$ cat src/rtl/unary_accum_multi.sv
`default_nettype none
// +----------------------------------------------------------------------------+
// | Module      : unary_accum_multi                                            |
// | Description : Multi-channel unary pulse accumulator. In write mode the     |
// |               number of high din bits is added to a CNT_W-bit count each   |
// |               enabled cycle, with wrap or saturate overflow and a sticky   |
// |               overflow flag C. In read mode the count is drained back out  |
// |               as a train of one-cycle pulses on dout, and done rises once  |
// |               the count is empty.                                          |
// | Ports       : clk           - system clock, rising edge                    |
// |               rst           - asynchronous active-high reset               |
// |               en            - global enable (0 holds state, dout low)      |
// |               clr           - synchronous clear of count, C, done, dout    |
// |               din           - NUM_IN unary input channels                  |
// |               read_or_write - 0 = accumulate, 1 = drain                    |
// |               dout          - registered unary output pulse                |
// |               C             - sticky overflow flag                         |
// |               count         - current accumulator value                    |
// |               done          - drain has emptied the count                  |
// | Revision    : 1.0 - initial release                                        |
// +----------------------------------------------------------------------------+
module unary_accum_multi #(
    parameter int NUM_IN   = 4,
    parameter int CNT_W    = 11,
    parameter int SAT_MODE = 0
) (
    input  logic              clk,
    input  logic              rst,
    input  logic              en,
    input  logic              clr,
    input  logic [NUM_IN-1:0] din,
    input  logic              read_or_write,
    output logic              dout,
    output logic              C,
    output logic [CNT_W-1:0]  count,
    output logic              done
);

    localparam int             c_INC_W     = $clog2(NUM_IN + 1);
    localparam int             c_SUM_W     = CNT_W + 1;
    localparam logic [CNT_W-1:0] c_CNT_MAX = '1;

    // Operating modes. The mode input is acted on in the same edge it is
    // sampled, so the mode value itself is the state: a separate state
    // register would only ever hold a copy that nothing reads.
    localparam logic [0:0] c_MODE_WRITE = 1'b0;
    localparam logic [0:0] c_MODE_READ  = 1'b1;

    logic [CNT_W-1:0]   r_count;
    logic               r_dout;
    logic               r_c;
    logic               r_done;

    logic [c_INC_W-1:0] w_inc;
    logic [c_SUM_W-1:0] w_sum;
    logic [CNT_W-1:0]   w_ovf_val;
    logic [CNT_W-1:0]   w_next_wr;
    logic               w_is_read;

    // Population count of the input channels.
    always_comb begin
        w_inc = '0;
        for (int i = 0; i < NUM_IN; i++) begin
            w_inc = w_inc + c_INC_W'(din[i]);
        end
    end

    // One extra bit on the sum so overflow is visible as the carry-out.
    assign w_sum = {1'b0, r_count} + c_SUM_W'(w_inc);

    generate
        if (SAT_MODE != 0) begin : g_sat
            assign w_ovf_val = c_CNT_MAX;
        end else begin : g_wrap
            assign w_ovf_val = w_sum[CNT_W-1:0];
        end
    endgenerate

    assign w_next_wr = w_sum[CNT_W] ? w_ovf_val : w_sum[CNT_W-1:0];
    assign w_is_read = (read_or_write == c_MODE_READ);

    always_ff @(posedge clk or posedge rst) begin
        if (rst) begin
            r_count <= '0;
            r_dout  <= 1'b0;
            r_c     <= 1'b0;
            r_done  <= 1'b0;
        end else if (clr) begin
            r_count <= '0;
            r_dout  <= 1'b0;
            r_c     <= 1'b0;
            r_done  <= 1'b0;
        end else if (!en) begin
            r_dout  <= 1'b0;
        end else if (w_is_read) begin
            // Drain: one pulse per unit of count; never underflows.
            if (r_count != '0) begin
                r_dout  <= 1'b1;
                r_count <= r_count - 1'b1;
                r_done  <= 1'b0;
            end else begin
                r_dout  <= 1'b0;
                r_done  <= 1'b1;
            end
        end else begin
            r_count <= w_next_wr;
            r_dout  <= 1'b0;
            r_done  <= 1'b0;
            if (w_sum[CNT_W]) begin
                r_c <= 1'b1;
            end
        end
    end

    assign count = r_count;
    assign dout  = r_dout;
    assign C     = r_c;
    assign done  = r_done;

endmodule
`default_nettype wire

$ cat config.mk
export PLATFORM = sky130hd
export DESIGN_NAME = unary_accum_multi
export DESIGN_NICKNAME = d
export VERILOG_FILES = /design/src/rtl/unary_accum_multi.sv
export SDC_FILE = /design/constraint.sdc
export NUM_CORES = 1
export LEC_CHECK = 0
export BUFFER_PORTS_ARGS = -buffer_cell sky130_fd_sc_hd__buf_2
export CAP_MARGIN = 20
export CORE_UTILIZATION = 53
export DETAILED_ROUTE_END_ITERATION = 6
export GPL_TIMING_DRIVEN = 1
export PLACE_DENSITY = 0.78
export SYNTH_ARGS = -nofsm -noshare
export SYNTH_HDL_FRONTEND = slang
export SYNTH_SLANG_ARGS = --single-unit
$ cat constraint.sdc
create_clock -name clk -period 2.82 [get_ports clk]
set_clock_uncertainty 0.2 [all_clocks]
set_input_delay 0.564 -clock clk [delete_from_list [all_inputs] [get_ports clk]]
set_output_delay 0.564 -clock clk [all_outputs]
set_load 0.03 [all_outputs]
; Yosys cells after proc, flatten, opt, wreduce, memory -nomap -nowiden
; Cells that the tools add are included.
[totals]
reg_bits = 14
in_bits = 9
out_inout_bits = 14
elab_cells = 32
[op_classes]
add_sub_neg = 5
eq_ne = 2
mux = 16
n_reduce_logical = 5
[ops]
columns = op, count
row1 = $mux W11, 4
row2 = $add A11 B3 Y12, 1
row3 = $mux W1, 12
row4 = $reduce_bool A11 Y1, 1
row5 = $sub A11 B1 Y11 const B, 1
row6 = $reduce_bool A2 Y1, 2
row7 = $add A2 B1 Y3, 1
row8 = $add A3 B1 Y3, 1
row9 = $ne A3 B2 Y1 const B, 1
row10 = $reduce_and A3 Y1, 1
row11 = $add A1 B1 Y2, 1
row12 = $ne A2 B2 Y1 const B, 1
row13 = $reduce_and A2 Y1, 1

; Depth between registers and ports, before layout
; Gate-level depths: netlist of run 1.
[logic_depth]
ltp_word = 8
depth_mapped = 9
ltp_nobuf = 9

; Worst setup path before layout of run 1
; No wires, ideal clock.
[synth_timing]
path_type = input to register
from = input din[0]
to = register r_count[8], in the netlist count[8]
setup_time_ps = 125
arrival_time_ps = 2554
required_time_ps = 2495
setup_slack_ps = -59
stages = 9
n_path_buf = 0
cell_sequence = fa_1 inv_1 fa_1 inv_1 fa_1 nor2b_1 nand4_1 a21oi_1 mux2_2
[synth_via]
elab_chain_cells = 7
[synth_rtl]
columns = element, line_no
row1 = start: declaration, 31  ; input logic [NUM_IN-1:0] din,
row2 = $add A1 B1 Y2, 64  ; w_inc = w_inc + c_INC_W'(din[i]);
row3 = $add A2 B1 Y3, 64
row4 = $add A3 B1 Y3, 64
row5 = $add A11 B3 Y12, 69  ; assign w_sum = {1'b0, r_count} + c_SUM_W'(w_inc);
row6 = $mux W11, 95  ; end else if (w_is_read) begin
row7 = $mux W11, 93  ; end else if (!en) begin
row8 = $mux W11, 88  ; end else if (clr) begin
row9 = end signal: assignment, 99  ; r_count <= r_count - 1'b1;
row10 = end signal: assignment, 106  ; r_count <= w_next_wr;
row11 = end: declaration, 49  ; logic [CNT_W-1:0] r_count;
; No other way between the ends. The select of a mux whose other input is x is not followed.
; A chain may end at the register's enable or synchronous reset.

; Final worst setup path of run 1
; Ends and elaborated chain as after synthesis.

==> results of run 1 <==
Yosys cell counts, types with 2 or more instances:
cell	n
a21oi_1	8
a21oi_2	4
and2_1	2
clkbuf_1	3
dfrtp_1	14
fa_1	3
ha_1	3
inv_1	9
mux2_1	2
mux2_2	2
mux2_4	4
nand3_1	5
nand3b_1	2
nand4_1	4
nor2_1	12
nor2b_1	11
nor4_1	2
o211ai_1	3
per-layer routing:
| layer | routed length (um) | global-route usage (%) | vias to the layer above |
|---|---|---|---|
| li1 | - | - | 448 |
| met1 | 1020 | 34.7 | 465 |
| met2 | 1090 | 38.9 | 37 |
| met3 | 128 | 2.69 | 9 |
| met4 | 65 | 11.4 | 0 |
| met5 | 0 | 0 | - |
worst max-delay path by stage:
stage,to,cells past startpoint,from
final,count[8]$_DFFE_PP0P_,10,din[0]
after global routing,count[8]$_DFFE_PP0P_,10,din[0]
after CTS,count[8]$_DFFE_PP0P_,10,din[0]
after detailed placement,count[8]$_DFFE_PP0P_,10,din[0]
after global placement,count[8]$_DFFE_PP0P_,10,din[0]
after floorplan,count[8]$_DFFE_PP0P_,9,din[0]
worst max-delay path: stages:
cell     delay [ns]
buf_2          0.12
fa_1           0.54
inv_1          0.05
fa_1           0.37
inv_1          0.08
fa_1           0.18
nor2b_4        0.18
nand4_1        0.10
a21oi_1        0.16
mux2_2         0.34
state kept, by name (all words and copies together) (netlist names):
name	flops
count	11
C	1
done	1
dout	1
cells in the final DEF, fill, tap and decap left out, types with 2 or more instances in the layout:
cell / synthesis / final
a21oi_2: 4 / 4
nor2b_1: 11 / 10
nor2_1: 12 / 12
mux2_1: 2 / 2
buf_2: 0 / 22
o211ai_1: 3 / 3
nand4_1: 4 / 4
nand3_1: 5 / 5
nor4_1: 2 / 2
mux2_2: 2 / 2
a21oi_1: 8 / 8
mux2_4: 4 / 4
inv_1: 9 / 9
fa_1: 3 / 3
buf_4: 0 / 2
nand3b_1: 2 / 2
dfrtp_1: 14 / 14
ha_1: 3 / 3
and2_1: 2 / 2
clkbuf_4: 0 / 3
cell families after synthesis:
group           after synthesis
simple gates                 48
compound gates               23
buf+inv                      14
flops                        14
mux                           8
fa+ha+maj                     6
power by group through the flow:
stage	sequential, W	clock (W)	combinational, W
after global placement	0.000289	0	0.000371
after floorplan	0.000342	0	0.000248
final	0.000289	0.000115	0.000383
after global routing	0.000297	0.000127	0.000424
after detailed placement	0.000292	0	0.000381
after CTS	0.000287	0.000116	0.000383
layout make-up:
class,count,area (sq um),area share [%]
timing repair buffer,24,125,10.2
multi-input combinational,85,666,54.2
clock buffer,3,22.5,1.83
sequential,14,350,28.5
tap,25,31.3,2.55
inverter,9,33.8,2.75
metrics by stage:
| step | area [sq um] | worst slack, ns |
|---|---|---|
| after global routing | 1230 | 0.0138 |
| after floorplan | 1090 | 0.0143 |
| after CTS | 1230 | 0.109 |
| final | 1230 | 0.115 |
| after detailed placement | 1210 | -0.192 |
| after global placement | 1210 | -0.150 |
==> run_results.csv, run 1 <==
group,metric,value,unit
clock_tree,clock_latency,0.29,ns
drt,drt-total-wl,2.30,mm
timing,rsz0062_at_grt,"no",
floorplanning,die_area,0.00222,sq mm
global_route,grt-ovfl-total,0,
clock_tree,cts_tree,"built",
yosys,synth.area.mux_share,9.73,%
power_and_ir_drop,ir_drop,0.356,mV
finish,utilization,67.5,%
clock_tree,root_buffer,"clkbuf_4",
yosys,postSynthCellCount,113,
timing,hold_slack,0.108,ns
drt,first_pass_iters,4,
yosys,yosys_warnings,0,
yosys,synth_seq_area_share,32.4,%
power_and_ir_drop,intPower,0.000443,W
clock_tree,cts_buffers,3,
global_route,grt_pass1_wl,3.84,mm
drt,ant_nets,0,
yosys,ys_top_cells_by_area,"dfrtp_1 (32%), nor2b_1 (6.4%), fa_1 (5.6%), mux2_4 (5.6%), nor2_1 (4.2%)",
clock_tree,clockBufferDepth,2,
yosys,yosysTopAreaCell,"dfrtp_1",
clock_tree,cts_max_level,1,
yosys,post-synth-top-area-fraction,32.4,%
yosys,synthAdderAreaFrac,9.04,%
global_route,grt_pass1_vias,845,
floorplanning,die-height,47.1,um
timing,tightest_slew,0.683,ns
power_and_ir_drop,power.total,0.000787,W
finish,diodes,0,
job,maxCapViolCount,0,
placed_design,gp_congestion,0.818,
yosys,ys_async_sr_fraction,100,%
timing,min_period,2.71,ns
placed_design,post-place-cells,157,
drt,routedWlPerCell,14.4,um
clock_tree,path_clk_slew,0.08,ns
floorplanning,die_width,47.1,um
timing,fin_crit_sh,95.9,%
placed_design,dp_hpwl,1.71,mm
yosys,yosys.area_share.simple,26.9,%
floorplanning,pin_count,23,
floorplanning,core,0.00182,sq mm
setup_path,ff2ff_setup_slack,0.53,ns
finish,stdcell_count,160,
setup_path,crit_arrival,2.68,ns
min_path,min_path_type,"in2async",
setup_path,worstSetupPathType,"in2reg",
power_and_ir_drop,pwr-share-clk,14.6,%
timing,fmax,370,MHz
clock_tree,hold_buffers,0,
yosys,syn_area,0.00108,sq mm
timing,setup_violations,0,
yosys,synth.distinct_cells,38,
yosys,syn_nets,128,
setup_path,cp.required,2.80,ns
yosys,synth-compound-area-share,15.3,%
drt,drtIter0Drc,33,
global_route,antenna_found_initial,0,
global_route,grt_use_total,24.9,%
outcome,outcome,"completed",
finish,drive_gt1_share,30.4,%
yosys,ys.flop_type,"dfrtp_1",
floorplanning,initial_utilization,59.3,%
finish,fin_nets,152,
timing,drv_slew,0,
power_and_ir_drop,combPwrFrac,48.6,%
timing,fin_setup_tns,0,ns
timing,slew_headroom,54.4,%
clock_tree,cts_setup_buffers,0,
setup_path,r2r_cells,8,
power_and_ir_drop,switching_share,43.8,%
placed_design,numPortBuffers,22,
setup_path,cp-end-kind,"flip-flop",
power_and_ir_drop,power_density,641,mW/mm^2
clock_tree,clock-sinks,14,
yosys,synth-edff-count,0,
power_and_ir_drop,p_seq_share,36.7,%
setup_path,start_kind,"input port",
floorplanning,rows,15,
setup_path,path_max_fanout,4,
finish,area_delta_synth_final,13.8,%
power_and_ir_drop,power.switching,0.000344,W
global_route,grt_max_degree,21,
drt,drc,0,
drt,routed-via-count,959,
power_and_ir_drop,leakage,0.602,nW
clock_tree,cts_resized,0,
yosys,synth_top_family_by_area,"simple AND/OR/NAND/NOR gates",
yosys,synth-seq-cells,14,
timing,hold_viol,0,
setup_path,r2r_end,"count[8]$_DFFE_PP0P_",
drt,post_drt_via_cell_ratio,5.99,
finish,fillCellCount,167,
yosys,syn_area_per_cell,9.56,sq um
setup_path,worstReg2RegStart,"count[0]$_DFFE_PP0P_",
yosys,synth-xor-area-share,0,%
(Power assumes the default switching activity.)
==> inputs of run 2 (changes only) <==
Clock period 2.82 ns to 2.8 ns, I/O delays scaled along.
==> run 2 against run 1 <==
Net effect: setup slack got worse by 0.025 ns; via count increased by 1.4%; cell count increased by 1.3%; critical endpoint unchanged; utilization increased by 1.5 points; largest power group unchanged.
==> run_results.csv, run 2 (same netlist as run 1, synthesis figures left out) <==
group,metric,value,unit
power_and_ir_drop,ir_drop,0.417,mV
drt,routedWlPerCell,15.4,um
drt,drt-total-wl,2.50,mm
job,maxCapViolCount,0,
timing,hold_slack,0.0894,ns
clock_tree,clockBufferDepth,2,
floorplanning,die_area,0.00222,sq mm
drt,post_drt_via_cell_ratio,6.00,
finish,fin_nets,153,
setup_path,path_max_fanout,4,
timing,drv_slew,0,
floorplanning,core,0.00182,sq mm
timing,worst_slack,0.0900,ns
min_path,min_path_type,"in2async",
finish,utilization,69.0,%
outcome,outcome,"completed",
clock_tree,cts_max_level,1,
clock_tree,hold_buffers,0,
floorplanning,rows,15,
placed_design,dp_hpwl,1.70,mm
setup_path,start_kind,"input port",
power_and_ir_drop,leakage,0.614,nW
global_route,grt_pass1_vias,836,
timing,slew_headroom,58.3,%
timing,setup_violations,0,
global_route,grt_use_total,25.6,%
finish,layout_commonest_cell,"buf_2",
clock_tree,cts_tree,"built",
setup_path,crit_family,"adder cells",
finish,area_delta_synth_final,16.3,%
timing,hold_viol,0,
drt,drc,0,
setup_path,r2r_cells,8,
finish,diodes,0,
clock_tree,root_buffer,"clkbuf_4",
clock_tree,clock_latency,0.29,ns
setup_path,cp.required,2.79,ns
clock_tree,clock-sinks,14,
timing,min_period,2.71,ns
floorplanning,pin_count,23,
setup_path,r2r_end,"count[8]$_DFFE_PP0P_",
setup_path,cp_slowest_stage_delay,0.55,ns
placed_design,pre_cts_ws,-0.222,ns
drt,first_pass_iters,4,
setup_path,crit_arrival,2.70,ns
global_route,grt_max_degree,21,
setup_path,crit_chain,"buf_2 > fa_1 > inv_1 > fa_2 > inv_1 > fa_1 > nor2b_4 > nand4_1 > a21oi_2 > mux2_2",
setup_path,slowest_stage,"fa_1",
timing,fin_crit_sh,96.8,%
power_and_ir_drop,power_density,677,mW/mm^2
setup_path,cp_num_cells,10,
clock_tree,cts_buffers,3,
drt,drtIter0Drc,39,
floorplanning,die-height,47.1,um
clock_tree,path_clk_slew,0.09,ns
placed_design,gp_congestion,0.880,
placed_design,numPortBuffers,22,
drt,routed-via-count,972,
setup_path,cp-end-kind,"flip-flop",
global_route,grt_pass1_wl,3.88,mm
timing,fmax,369,MHz
finish,largest_reg_flops,11,
timing,tightest_slew,0.624,ns
drt,ant_nets,0,
setup_path,worstReg2RegStart,"count[0]$_DFFE_PP0P_",
floorplanning,initial_utilization,59.3,%
finish,drive_gt1_share,32.8,%
setup_path,worstSetupPathType,"in2reg",
global_route,grt-ovfl-total,0,
finish,layout_common_cells,"buf_2 (22), dfrtp_1 (14), nor2_1 (12), nor2b_1 (10), inv_1 (9)",
setup_path,ff2ff_setup_slack,0.51,ns
floorplanning,die_width,47.1,um
global_route,antenna_found_initial,0,
setup_path,path_buf_inv,3,
==> run 2: changes by cell type in the layout (fill, tap and decap cells not counted), sizes merged <==
| cell | change |
|---|---|
| buf | +1 |
| clkbuf | +1 |
==> run 2: area by class of cell <==
cell class | count | area [sq um]
clock buffer | 4 | 36.3
fill | 152 | 564
inverter | 9 | 33.8
multi-input combinational | 85 | 672
sequential | 14 | 350
tap | 25 | 31.3
timing repair buffer | 25 | 133
==> run 2: worst max path at each step <==
stage | from | to
6_report | din[0] | count[8]$_DFFE_PP0P_
5_1_grt | din[0] | count[8]$_DFFE_PP0P_
4_1_cts | din[0] | count[8]$_DFFE_PP0P_
3_5_place_dp | din[0] | count[8]$_DFFE_PP0P_
3_3_place_gp | din[0] | count[8]$_DFFE_PP0P_
2_1_floorplan | din[0] | count[8]$_DFFE_PP0P_
==> run 2: per-layer routing <==
| metal | vias up | GRT usage (%) | routed length, um |
|---|---|---|---|
| li1 | 454 | - | - |
| met1 | 462 | 35.8 | 1150 |
| met2 | 46 | 39.4 | 1150 |
| met3 | 10 | 4.62 | 143 |
| met4 | 0 | 9.71 | 53 |
| met5 | - | 0 | 0 |
==> run 2: where the power goes <==
| group | total (W) | switching, W | leakage [nW] | internal, W |
|---|---|---|---|---|
| sequential | 0.000293 | 0.0000590 | 0.190 | 0.000234 |
| clock | 0.000155 | 0.0000755 | 0.0210 | 0.0000793 |
| combinational | 0.000402 | 0.000235 | 0.403 | 0.000167 |
==> run 2: timing repair <==
item,in CTS,in global routing
gates resized for setup,0,2
endpoints found under the setup margin,0,1
setup buffers,0,1
==> run 2: through the flow <==
| step | total power [W] | TNS, ns | instances | cell area, sq um |
|---|---|---|---|---|
| 2_1_floorplan | 0.000595 | 0 | 113 | 1090 |
| 3_3_place_gp | 0.000666 | -0.562 | 157 | 1210 |
| 3_5_place_dp | 0.000678 | -1.19 | 157 | 1210 |
| 4_1_cts | 0.000833 | 0 | 161 | 1240 |
| 5_1_grt | 0.000904 | -0.00121 | 162 | 1260 |
| 6_report | 0.000850 | 0 | 162 | 1260 |
==> inputs of run 3 (changes only) <==
Settings changed: ABC_AREA set to 1, CORE_UTILIZATION 53 to 54.
==> run 3 against run 2 <==
Net effect: hold slack improved by 0.026 ns; setup slack improved by 0.099 ns; utilization decreased by 4.2 points; highest routed layer unchanged.
==> run_results.csv, run 3 <==
group,metric,value,unit
setup_path,worstSetupPathType,"in2reg",
setup_path,cp-end-kind,"flip-flop",
finish,utilization,64.8,%
setup_path,cp_slowest_stage_delay,0.53,ns
global_route,grt_max_degree,15,
clock_tree,clock_latency,0.28,ns
drt,drtIter0Drc,28,
timing,tightest_slew,0.570,ns
setup_path,slowest_stage,"fa_1",
global_route,antenna_found_initial,0,
drt,met3_length,81,um
clock_tree,clock-sinks,14,
yosys,ys_top_cells_by_area,"dfrtp_1 (30%), nand2_1 (17%), nor2_1 (7.1%), inv_1 (6.1%), fa_1 (5.1%)",
yosys,post-synth-top-area-fraction,30.0,%
clock_tree,clockBufferDepth,2,
clock_tree,cts_buffers,3,
global_route,grt_use_total,25.2,%
floorplanning,initial_utilization,58.4,%
drt,first_pass_iters,4,
clock_tree,cts_resized,0,
yosys,synth.distinct_cells,26,
clock_tree,hold_buffers,0,
timing,min_period,2.61,ns
floorplanning,die_width,48.5,um
floorplanning,pin_count,23,
global_route,grt_pass1_vias,1118,
min_path,min_path_type,"in2async",
drt,routed-via-count,1155,
yosys,synth.top_cells.by_count,"nand2_1 (54), nor2_1 (22), inv_1 (19)",
yosys,ys_async_sr_fraction,100,%
yosys,synth.most_common_cell,"nand2_1",
clock_tree,path_clk_slew,0.08,ns
finish,fin_nets,210,
placed_design,placed_cell_area,0.00127,sq mm
power_and_ir_drop,power_density,636,mW/mm^2
drt,drc,0,
setup_path,crit_chain,"buf_2 > fa_1 > inv_1 > fa_1 > inv_1 > fa_1 > nand2_1 > inv_1 > nand4_1 > nand2_1 > nand2_1 > nand4_1 > nand2_1",
drt,drt-total-wl,2.63,mm
timing,fmax,383,MHz
timing,hold_viol,0,
yosys,synth_seq_area_share,30.0,%
drt,highest_layer,"met4",
job,maxCapViolCount,0,
clock_tree,cts_tree,"built",
placed_design,dp_hpwl,2.01,mm
finish,diodes,0,
setup_path,crit_arrival,2.59,ns
yosys,postSynthCellCount,173,
setup_path,path_max_fanout,6,
finish,layout_common_cells,"nand2_1 (54), nor2_1 (22), buf_2 (22), inv_1 (19), dfrtp_1 (14)",
floorplanning,die-height,48.5,um
clock_tree,cts_max_level,1,
global_route,grt-ovfl-total,0,
finish,layout_commonest_cell,"nand2_1",
drt,wl_met2,1.26,mm
yosys,synth-seq-cells,14,
yosys,syn_area_per_cell,6.76,sq um
timing,fin_crit_sh,93.3,%
finish,area_delta_synth_final,11.0,%
timing,setup_violations,0,
placed_design,gp_congestion,0.889,
setup_path,r2r_cells,12,
timing,rsz0062_at_grt,"no",
placed_design,numPortBuffers,22,
yosys,syn_area,0.00117,sq mm
floorplanning,core,0.00200,sq mm
finish,largest_reg_flops,11,
drt,ant_nets,0,
clock_tree,cts_setup_buffers,0,
finish,fin_area,0.00130,sq mm
drt,routedWlPerCell,11.9,um
setup_path,start_kind,"input port",
finish,drive_gt1_share,19.7,%
yosys,syn_nets,188,
setup_path,cp.required,2.78,ns
timing,slew_headroom,62.0,%
yosys,yosys_warnings,0,
clock_tree,root_buffer,"clkbuf_4",
power_and_ir_drop,ir_drop,0.353,mV
power_and_ir_drop,leakage,0.735,nW
yosys,ys.flop_type,"dfrtp_1",
drt,m1WireLength,1.20,mm
floorplanning,rows,16,
global_route,grt_pass1_wl,4.62,mm
yosys,yosysTopAreaCell,"dfrtp_1",
outcome,outcome,"completed",
floorplanning,die_area,0.00235,sq mm
timing,drv_slew,0,
setup_path,cp_common_cell,"nand2_1",
drt,post_drt_via_cell_ratio,5.25,
yosys,synth-edff-count,0,
==> run 3: critical path, delay by kind of cell <==
kind                     cells  cell delay, ns
AND/OR/NAND/NOR              6            0.48
adder cells (fa/ha/maj)      3            1.10
buffers and inverters        4            0.47
==> run 3: cell families after synthesis <==
family                     count (synthesis)  share of synthesized area (%)
adders and majority gates                  6                           8.35
buffers and inverters                     28                           10.6
AOI/OAI and AO/OA                         14                           6.42
and+or+nand+nor                          107                           41.6
xor gates and xnor gates                   4                           3.00
DFF                                       14                           30.0
==> run 3: final timing paths <==
kind	start	end	slack [ns]
max	din[0]	count[10]$_DFFE_PP0P_	0.19
min	rst	dout$_DFF_PP0_	0.12
max reg2reg	count[0]$_DFFE_PP0P_	count[10]$_DFFE_PP0P_	0.64
min reg2reg	C$_DFFE_PP0P_	C$_DFFE_PP0P_	0.30
max in group asynchronous	rst	count[0]$_DFFE_PP0P_	1.91
min in group clk	C$_DFFE_PP0P_	C$_DFFE_PP0P_	0.30
==> run 3: through the flow <==
stage / hold slack [ns] / worst slack [ns] / setup TNS, ns / cells / power (W)
2_1_floorplan: 0.249 / 0.241 / 0 / 173 / 0.000619
3_3_place_gp: 0.274 / 0.0117 / 0 / 217 / 0.000692
3_5_place_dp: 0.286 / -0.0821 / -0.237 / 217 / 0.000710
4_1_cts: 0.141 / 0.220 / 0 / 220 / 0.000829
5_1_grt: 0.183 / 0.0766 / 0 / 220 / 0.000895
6_report: 0.116 / 0.189 / 0 / 220 / 0.000825
==> run 3: report_power, final <==
group / switching (W) / total, W / leakage (nW) / internal (W)
clock: 0.0000667 / 0.000117 / 0.0138 / 0.0000500
combinational: 0.000285 / 0.000426 / 0.536 / 0.000141
sequential: 0.0000491 / 0.000282 / 0.185 / 0.000233
==> run 3: area by class of cell <==
| class | count | area (sq um) |
|---|---|---|
| multi-input cells | 131 | 694 |
| inverters | 23 | 86.3 |
| well taps | 27 | 33.8 |
| flip-flops and latches | 14 | 350 |
| repair buffers | 22 | 110 |
| fillers | 196 | 704 |
| clock buffers | 3 | 22.5 |
==> run 3: per-layer routing <==
layer / global-route usage, % / vias to the layer above
met4: 13.2 / 0
met5: 0 / -
met1: 30.2 / 535
li1: - / 587
met2: 43.9 / 24
met3: 3.14 / 9
